--- src/rtl/saw_voice_scheduler.sv ---
// ============================================================================
// Module   : saw_voice_scheduler
// Purpose  : Shares one multi-cycle divider across NUM_VOICES saw voices,
//            producing one bipolar saw sample per enabled voice per round.
// Revision : 1.0
// ============================================================================
`default_nettype none

module saw_voice_scheduler #(
    parameter int NUM_VOICES = 4,
    parameter int FRAC_BITS  = 20,
    parameter int IDX_W      = (NUM_VOICES > 1) ? $clog2(NUM_VOICES) : 1
) (
    input  logic                  clk,
    input  logic                  reset_n,
    input  logic                  sample_tick,
    input  logic [NUM_VOICES-1:0] voice_enable,
    input  logic                  wl_we,
    input  logic [IDX_W-1:0]      wl_addr,
    input  logic [31:0]           wl_data,
    output logic                  div_start,
    output logic [63:0]           div_dividend,
    output logic [63:0]           div_divisor,
    input  logic                  div_done,
    input  logic [31:0]           div_quotient,
    output logic                  voice_valid,
    output logic [IDX_W-1:0]      voice_idx,
    output logic [31:0]           voice_out,
    output logic                  round_done,
    output logic                  busy,
    output logic                  overrun
);

    localparam logic [2:0] c_IDLE  = 3'd0;
    localparam logic [2:0] c_SCAN  = 3'd1;
    localparam logic [2:0] c_ISSUE = 3'd2;
    localparam logic [2:0] c_WAIT  = 3'd3;
    localparam logic [2:0] c_EMIT  = 3'd4;
    localparam logic [2:0] c_DONE  = 3'd5;

    localparam logic [31:0]      c_FULL_SCALE = 32'd1 << FRAC_BITS;
    localparam logic [IDX_W-1:0] c_LAST_IDX   = IDX_W'(NUM_VOICES - 1);

    logic [2:0]       state_q,    state_d;
    logic [IDX_W-1:0] cur_q,      cur_d;
    logic [IDX_W-1:0] vidx_q,     vidx_d;
    logic [31:0]      vout_q,     vout_d;
    logic [63:0]      dividend_q, dividend_d;
    logic [63:0]      divisor_q,  divisor_d;
    logic             overrun_q,  overrun_d;
    logic [31:0]      cnt_q [NUM_VOICES];
    logic [31:0]      cnt_d [NUM_VOICES];
    logic [31:0]      wl_q  [NUM_VOICES];
    logic [31:0]      wl_d  [NUM_VOICES];

    logic             scan_found;
    logic [IDX_W-1:0] scan_idx;

    // Lowest enabled voice at or above the scan pointer.
    always_comb begin
        scan_found = 1'b0;
        scan_idx   = '0;
        for (int i = NUM_VOICES - 1; i >= 0; i--) begin
            if (voice_enable[i] && (i >= int'(cur_q))) begin
                scan_found = 1'b1;
                scan_idx   = IDX_W'(i);
            end
        end
    end

    always_comb begin
        state_d    = state_q;
        cur_d      = cur_q;
        vidx_d     = vidx_q;
        vout_d     = vout_q;
        dividend_d = dividend_q;
        divisor_d  = divisor_q;
        overrun_d  = overrun_q | (sample_tick && (state_q != c_IDLE));
        cnt_d      = cnt_q;
        wl_d       = wl_q;

        if (wl_we && (int'(wl_addr) < NUM_VOICES)) begin
            wl_d[wl_addr] = wl_data;
        end

        case (state_q)
            c_IDLE: begin
                if (sample_tick) begin
                    state_d = c_SCAN;
                end
            end
            c_SCAN: begin
                if (!scan_found) begin
                    state_d = c_DONE;
                end else begin
                    vidx_d = scan_idx;
                    // A zero-length period has nothing to divide: phase is pinned at 0.
                    if (wl_q[scan_idx] == 32'd0) begin
                        vout_d  = 32'd0 - c_FULL_SCALE;
                        state_d = c_EMIT;
                    end else begin
                        dividend_d = {32'd0, cnt_q[scan_idx]} << FRAC_BITS;
                        divisor_d  = {32'd0, wl_q[scan_idx]} << FRAC_BITS;
                        state_d    = c_ISSUE;
                    end
                end
            end
            c_ISSUE: begin
                state_d = c_WAIT;
            end
            c_WAIT: begin
                if (div_done) begin
                    vout_d  = (div_quotient << 1) - c_FULL_SCALE;
                    state_d = c_EMIT;
                end
            end
            c_EMIT: begin
                cnt_d[vidx_q] = (cnt_q[vidx_q] >= wl_q[vidx_q]) ? 32'd0
                                                                : cnt_q[vidx_q] + 32'd1;
                if (vidx_q == c_LAST_IDX) begin
                    state_d = c_DONE;
                end else begin
                    cur_d   = vidx_q + IDX_W'(1);
                    state_d = c_SCAN;
                end
            end
            c_DONE: begin
                cur_d   = '0;
                state_d = c_IDLE;
            end
            default: begin
                state_d = c_IDLE;
            end
        endcase
    end

    always_ff @(posedge clk) begin
        if (!reset_n) begin
            state_q    <= c_IDLE;
            cur_q      <= '0;
            vidx_q     <= '0;
            vout_q     <= '0;
            dividend_q <= '0;
            divisor_q  <= '0;
            overrun_q  <= 1'b0;
            for (int i = 0; i < NUM_VOICES; i++) begin
                cnt_q[i] <= '0;
                wl_q[i]  <= '0;
            end
        end else begin
            state_q    <= state_d;
            cur_q      <= cur_d;
            vidx_q     <= vidx_d;
            vout_q     <= vout_d;
            dividend_q <= dividend_d;
            divisor_q  <= divisor_d;
            overrun_q  <= overrun_d;
            cnt_q      <= cnt_d;
            wl_q       <= wl_d;
        end
    end

    assign div_start    = (state_q == c_ISSUE);
    assign div_dividend = dividend_q;
    assign div_divisor  = divisor_q;
    assign voice_valid  = (state_q == c_EMIT);
    assign voice_idx    = vidx_q;
    assign voice_out    = vout_q;
    assign round_done   = (state_q == c_DONE);
    assign busy         = (state_q != c_IDLE);
    assign overrun      = overrun_q;

endmodule

`default_nettype wire

--- config.mk ---
export PLATFORM = sky130hd
export DESIGN_NAME = saw_voice_scheduler
export DESIGN_NICKNAME = d
export VERILOG_FILES = /design/src/rtl/saw_voice_scheduler.sv
export SDC_FILE = /design/constraint.sdc
export NUM_CORES = 1
export LEC_CHECK = 0
export ABC_CLOCK_PERIOD_IN_PS = 15050
export BUFFER_PORTS_ARGS = -buffer_cell sky130_fd_sc_hd__buf_2
export CORE_UTILIZATION = 35
export CTS_CLUSTER_DIAMETER = 60
export DETAILED_ROUTE_END_ITERATION = 6
export PLACE_DENSITY = 0.58
export SKIP_LAST_GASP = 1
export SLEW_MARGIN = 10
export SYNTH_ARGS = -nofsm -noshare
export SYNTH_HDL_FRONTEND = slang
export SYNTH_SLANG_ARGS = --single-unit
export TNS_END_PERCENT = 50
--- constraint.sdc ---
create_clock -name clk -period 15.05 [get_ports clk]
set_clock_uncertainty 0.15 [all_clocks]
set_input_delay 4.515 -clock clk [delete_from_list [all_inputs] [get_ports clk]]
set_output_delay 4.515 -clock clk [all_outputs]
set_load 0.005 [all_outputs]
== Word-level counts from Yosys, hierarchy flattened ==
Cells that the tools add are included.
Widths: inputs -> output; s select.
Storage, ports and cells
  register bits: 360
  bits of input ports: 75
  output and inout bits: 167
  word-level logic and storage cells: 98
Cells by class
  $add $sub $neg: 3
  order comparisons: 9
  equal/unequal tests: 11
  multiplexer cells: 39
  bitwise logic cells: 5
  reductions and logical operators: 16
Operators by type and width (number)
  $mux 32: 14
  $bmux 32 s2: 4
  $bwmux 128: 2
  $demux 32 s2: 2
  $pmux 32 s2: 1
  $add 32x1->32 const B: 1
  $ge 32x32->1: 1
  $logic_not 32->1: 1
  $sub 32x21->32 const B: 1
  $mux 3: 5
  $pmux 3 s5: 1
  $mux 2: 5
  $ne 2x2->1 const B: 5
  $ge 3x3->1 const B: 3
  $not 2->3: 3
  $eq 3x2->1 const B: 2
  $eq 3x3->1 const B: 2
  $logic_and 1x1->1: 6
  $lt 3x1->1 const B: 2
  $reduce_and 2->1: 3
  $ge 1x2->1 const A: 2
  $mux 1: 4
  $pmux 2 s2: 1
  $reduce_and 4->1: 1
  10 further kinds: 11

== Depth between registers and ports, before layout ==
  depth in word-level cells: 13
  mapped depth: 17
  depth with buffers taken out: 10

== Worst setup path before layout ==
Ideal clock, no wire load.
  path type: in2reg
  start: input port voice_enable[0]
  end: register vout_q[10] (netlist: voice_out[10])
  setup time: 116 ps
  arrival: 6992 ps
  data required time: 14784 ps
  setup slack: 7792 ps
  stages: 10
  path buffers: 3
  path through: nor2b_1 -> buf_4 -> o21a_1 -> a211o_1 -> buf_6 -> mux2_4 -> or4_4 -> o41ai_4 -> buf_6 -> a21oi_1
On the way
  cells in the longest elaborated chain, start to end: 9
  elaborated cells on any way between the ends: 11
  those cells by class: eq/ne: 2; mux: 5; bitwise: 1; reduce/logical: 3
RTL lines
  from (decl): line 17  | input logic [NUM_VOICES-1:0] voice_enable,
  $logic_and 1x1->1 *: line 64  | if (voice_enable[i] && (i >= int'(cur_q))) begin
  $mux 2: line 64
  $not 2->3 (not written as such): line 98  | if (wl_q[scan_idx] == 32'd0) begin
  $bmux 32 s2: line 98
  $mux 32 (not written as such) (2 in series): line 98
  $logic_not 32->1: line 98
  $ne 2x2->1 (no source line)
  $reduce_and 4->1 (no source line) *
  to (signal assigned): line 154  | vout_q <= vout_d;
  to (decl): line 47  | logic [31:0] vout_q, vout_d;
Mark *: on every way between the ends. The rest lies on a longest branch, timed or not. The select of a mux whose other input is x is not followed.
A chain may end at the register's enable or synchronous reset.

== Worst setup path in the final report ==
  start: input port voice_enable[3]
  end: register dividend_q[23] (netlist: div_dividend[23])
On the way
  cells in the longest elaborated chain, start to end: 11
  elaborated cells on any way between the ends: 18
  those cells by class: mux: 14; bitwise: 2; reduce/logical: 2
RTL lines
  $mux 2 (4 in series): line 64
  $not 2->3 (not written as such): line 98, 102
  $bmux 32 s2: line 98
  $mux 32 (not written as such) (2 in series): line 98
  $logic_not 32->1: line 98
  $not 1->1 (no source line)
  $reduce_and 3->1 (no source line)
  to (signal assigned): line 155  | dividend_q <= dividend_d;
  to (decl): line 48  | logic [63:0] dividend_q, dividend_d;
Parallel ways exist; a longest one is shown, timed or not. The select of a mux whose other input is x is not followed.

==> summary.md <==
Timing
* 6.87 ns — least setup slack across all paths after layout
* 1.14 ns — transition time at the pin with the least slew margin
* 0.242 — relative slew slack
* 0 — Final Max Tran Viols
* 122 MHz — peak clock frequency supported by timing
* 8.18 ns — min Tclk post-route
* 0 ns — Final TNS setup
* 0.301 ns — worst hold-check slack
* 0 — final hold viol count
* 0.543 — final period utilization
* 0 — setup violation total in the final timing report
* false — unrepaired setup endpoints after global routing

Logic synthesis
* 359 — flop and latch count out of synthesis
* 7.86 um2 — Post-Syn Area per Cell
* 0.380 — share of the synthesized area in the top cell type
* 0 — FFs w/ async S/R, synth
* sky130_fd_sc_hd__dfxtp_1, sky130_fd_sc_hd__nand2_1, sky130_fd_sc_hd__nand3_1 — most area-consuming cells after synthesis
* 2407 — Synth Instances
* 18900 um2 — Synth Cell Area
* sky130_fd_sc_hd__dfxtp_1 — Synth area leader
* sky130_fd_sc_hd__nand2_1 — most common cell in the netlist
* 0 — Syn. warnings
* 0.380 — Seq/Total Area, Yosys
* 0 — EDFF count, synth
* sky130_fd_sc_hd__nand2_1, sky130_fd_sc_hd__dfxtp_1, sky130_fd_sc_hd__nand3_1 — leading cell types by count after synthesis
* 62 — Synth cell types
* sky130_fd_sc_hd__dfxtp_1 — prevailing post-synth register cell

Clock tree
* 359 — clock net sink count
* 42 — number of buffers inserted during clock tree synthesis
* 0 — number of setup buffers added after CTS
* 0.57 ns — source-to-sink clock delay at the later pin of the worst-skew pair
* 0 — CTS Hold Buffers Added
* 0.06 ns — clock-pin slew reported for the worst setup and hold paths after clock tree synthesis
* 3 — maximum root-to-sink buffer count
* sky130_fd_sc_hd__clkbuf_16 — clock tree root buffer cell
* 2 — level count of the clock H-tree
* 0 — number of gates resized after CTS
* done — CTS tree

Placement
* 40100 um — half-perimeter wire length after detailed placement
* 3105 — total placed cells including tap cells
* 175 — number of input and output port buffers inserted
* 6.29 ns — Place WS
* 0.864 — final estimated routing congestion in global placement
* 19900 um2 — Placed Instance Area

Global route
* 0 — remaining global-route overflow
* 97100 um — global-route wire length before repair
* 0.225 — overall fraction of global-route tracks in use
* 101 — maximum number of pins on one net before global-route repair
* 3 — antenna violations before repair
* 16800 — via count of the first global-routing pass

Detailed routing
* 1900 — violation count after the first detailed-route iteration
* 19.8 um — Routed wire per std cell
* 0 — number of design rule violations left after detail routing
* 62900 um — total wirelength of the detailed-routed design
* 0 — number of nets with antenna violations after detailed routing
* 7 — DRT Pass-1 Iters
* 5.59 — via count normalized by instance count
* 17800 — vias after detailed routing

Cells and area
* 2574 — final net count
* 3180 — post-layout instance count excluding filler cells
* 12.7% — Area Growth Syn to Fin
* 21300 um2 — cell area after layout
* 0.403 — share of the core filled with cells in the final layout
* 5466 — filler cell count in the final layout
* 0.147 — share of layout cells above drive strength 1

Worst setup path
* input pin — element type at the critical path start
* 15.40 ns — data required time of the worst path
* 56 — maximum fanout count along the critical path
* register — nature of the critical path endpoint
* 8.52 ns — Critical Path AT
* in -> reg — class of the most critical setup path

Die
* 0.357 — effective utilization at floorplan
* 234 um — die span in x
* 242 — Boundary Pins
* 234 um — height of the chip
* 53000 um2 — core area
* 55000 um2 — DIE AREA
* 84 — number of cell rows

Job
* 0 — max capacitance violation total

Pwr
* 71.6 uV — IR drop worst, VDD
* 111 nW/um2 — power density normalized to cell area
* 8.15 nW — leakage power summed over all cells
* 2.36 mW — total chip power

Worst hold path
* reg -> reg — Hold Crit Class

Outcome
* finished, final reports clean — result of the run

==> per-layer routing <==
layer	part of all wire	up-vias	routed length (um)	global-route usage
li1	-	8333	-	-
met3	0.072	143	4530	0.0336
met5	0.00037	-	23	0
met1	0.41	8552	25900	0.295
met4	0.033	4	2050	0.0849
met2	0.48	731	30400	0.373
==> power breakdown <==
group / total [mW] / switching, mW / internal, mW
registers: 1.01 / 0.0291 / 0.978
logic: 0.296 / 0.196 / 0.0998
clock network: 1.06 / 0.420 / 0.637
==> worst max-delay path: stages <==
cell	delay [ns]
sky130_fd_sc_hd__buf_2	0.33
sky130_fd_sc_hd__clkinv_1	0.62
sky130_fd_sc_hd__nand2_4	0.79
sky130_fd_sc_hd__nand2_4	0.36
sky130_fd_sc_hd__mux2i_1	0.32
sky130_fd_sc_hd__o221ai_1	0.34
sky130_fd_sc_hd__o31ai_4	0.37
sky130_fd_sc_hd__buf_4	0.56
sky130_fd_sc_hd__mux2i_1	0.25
==> placed cells by master, fill, tap and decap left out, types with 45 or more instances in the layout <==
cell and count:
sky130_fd_sc_hd__inv_1 60, sky130_fd_sc_hd__clkbuf_16 45, sky130_fd_sc_hd__dfxtp_1 357, sky130_fd_sc_hd__mux2i_1 64
sky130_fd_sc_hd__mux4_2 64, sky130_fd_sc_hd__buf_2 174, sky130_fd_sc_hd__nand2_1 637, sky130_fd_sc_hd__a21oi_1 186
sky130_fd_sc_hd__nand3_1 336, sky130_fd_sc_hd__conb_1 65, sky130_fd_sc_hd__o21ai_0 114
==> area by class of cell <==
type | count | area [um2] | share of cell area
multi-input cells | 1796 | 10500 | 0.494
flip-flops and latches | 359 | 7190 | 0.337
clock buffers | 59 | 1270 | 0.0595
repair buffers | 200 | 1070 | 0.0500
well taps | 688 | 861 | 0.0404
inverters | 62 | 235 | 0.0110
clock inverters | 15 | 156 | 0.00733
diodes | 1 | 2.50 | 0.000117
==> sequential cells by signal, indices dropped and copies added, names as in the netlist, 2 cells and up <==
name and count:
cnt_q 128, cur_q 2, div_dividend 32, div_divisor 32
state_q 3, voice_idx 2, voice_out 31, wl_q 128
==> kinds of logic (layout without fill, tap and decap cells) <==
logic type,after synthesis,count (layout),synth area share
buffers and inverters,316,336,0.0797
other,1,66,0.000198
AO/OA/AOI/OAI,397,397,0.122
multiplexers,137,137,0.116
AND/OR/NAND/NOR,1122,1122,0.260
flip-flops,359,359,0.380
adder cells (fa/ha/maj),38,38,0.0251
XOR/XNOR,37,37,0.0171
==> final timing paths <==
check                  startpoint  slack (ns)  cells after the start               end
setup / recovery  voice_enable[3]        6.87                      9  div_dividend[23]
setup reg to reg     voice_idx[1]        9.60                     12         cnt_q[57]
hold / removal       voice_out[8]        0.30                      2      voice_out[8]
hold reg to reg      voice_out[8]        0.30                      2      voice_out[8]
Note: power is estimated with default switching activity, not from simulation.
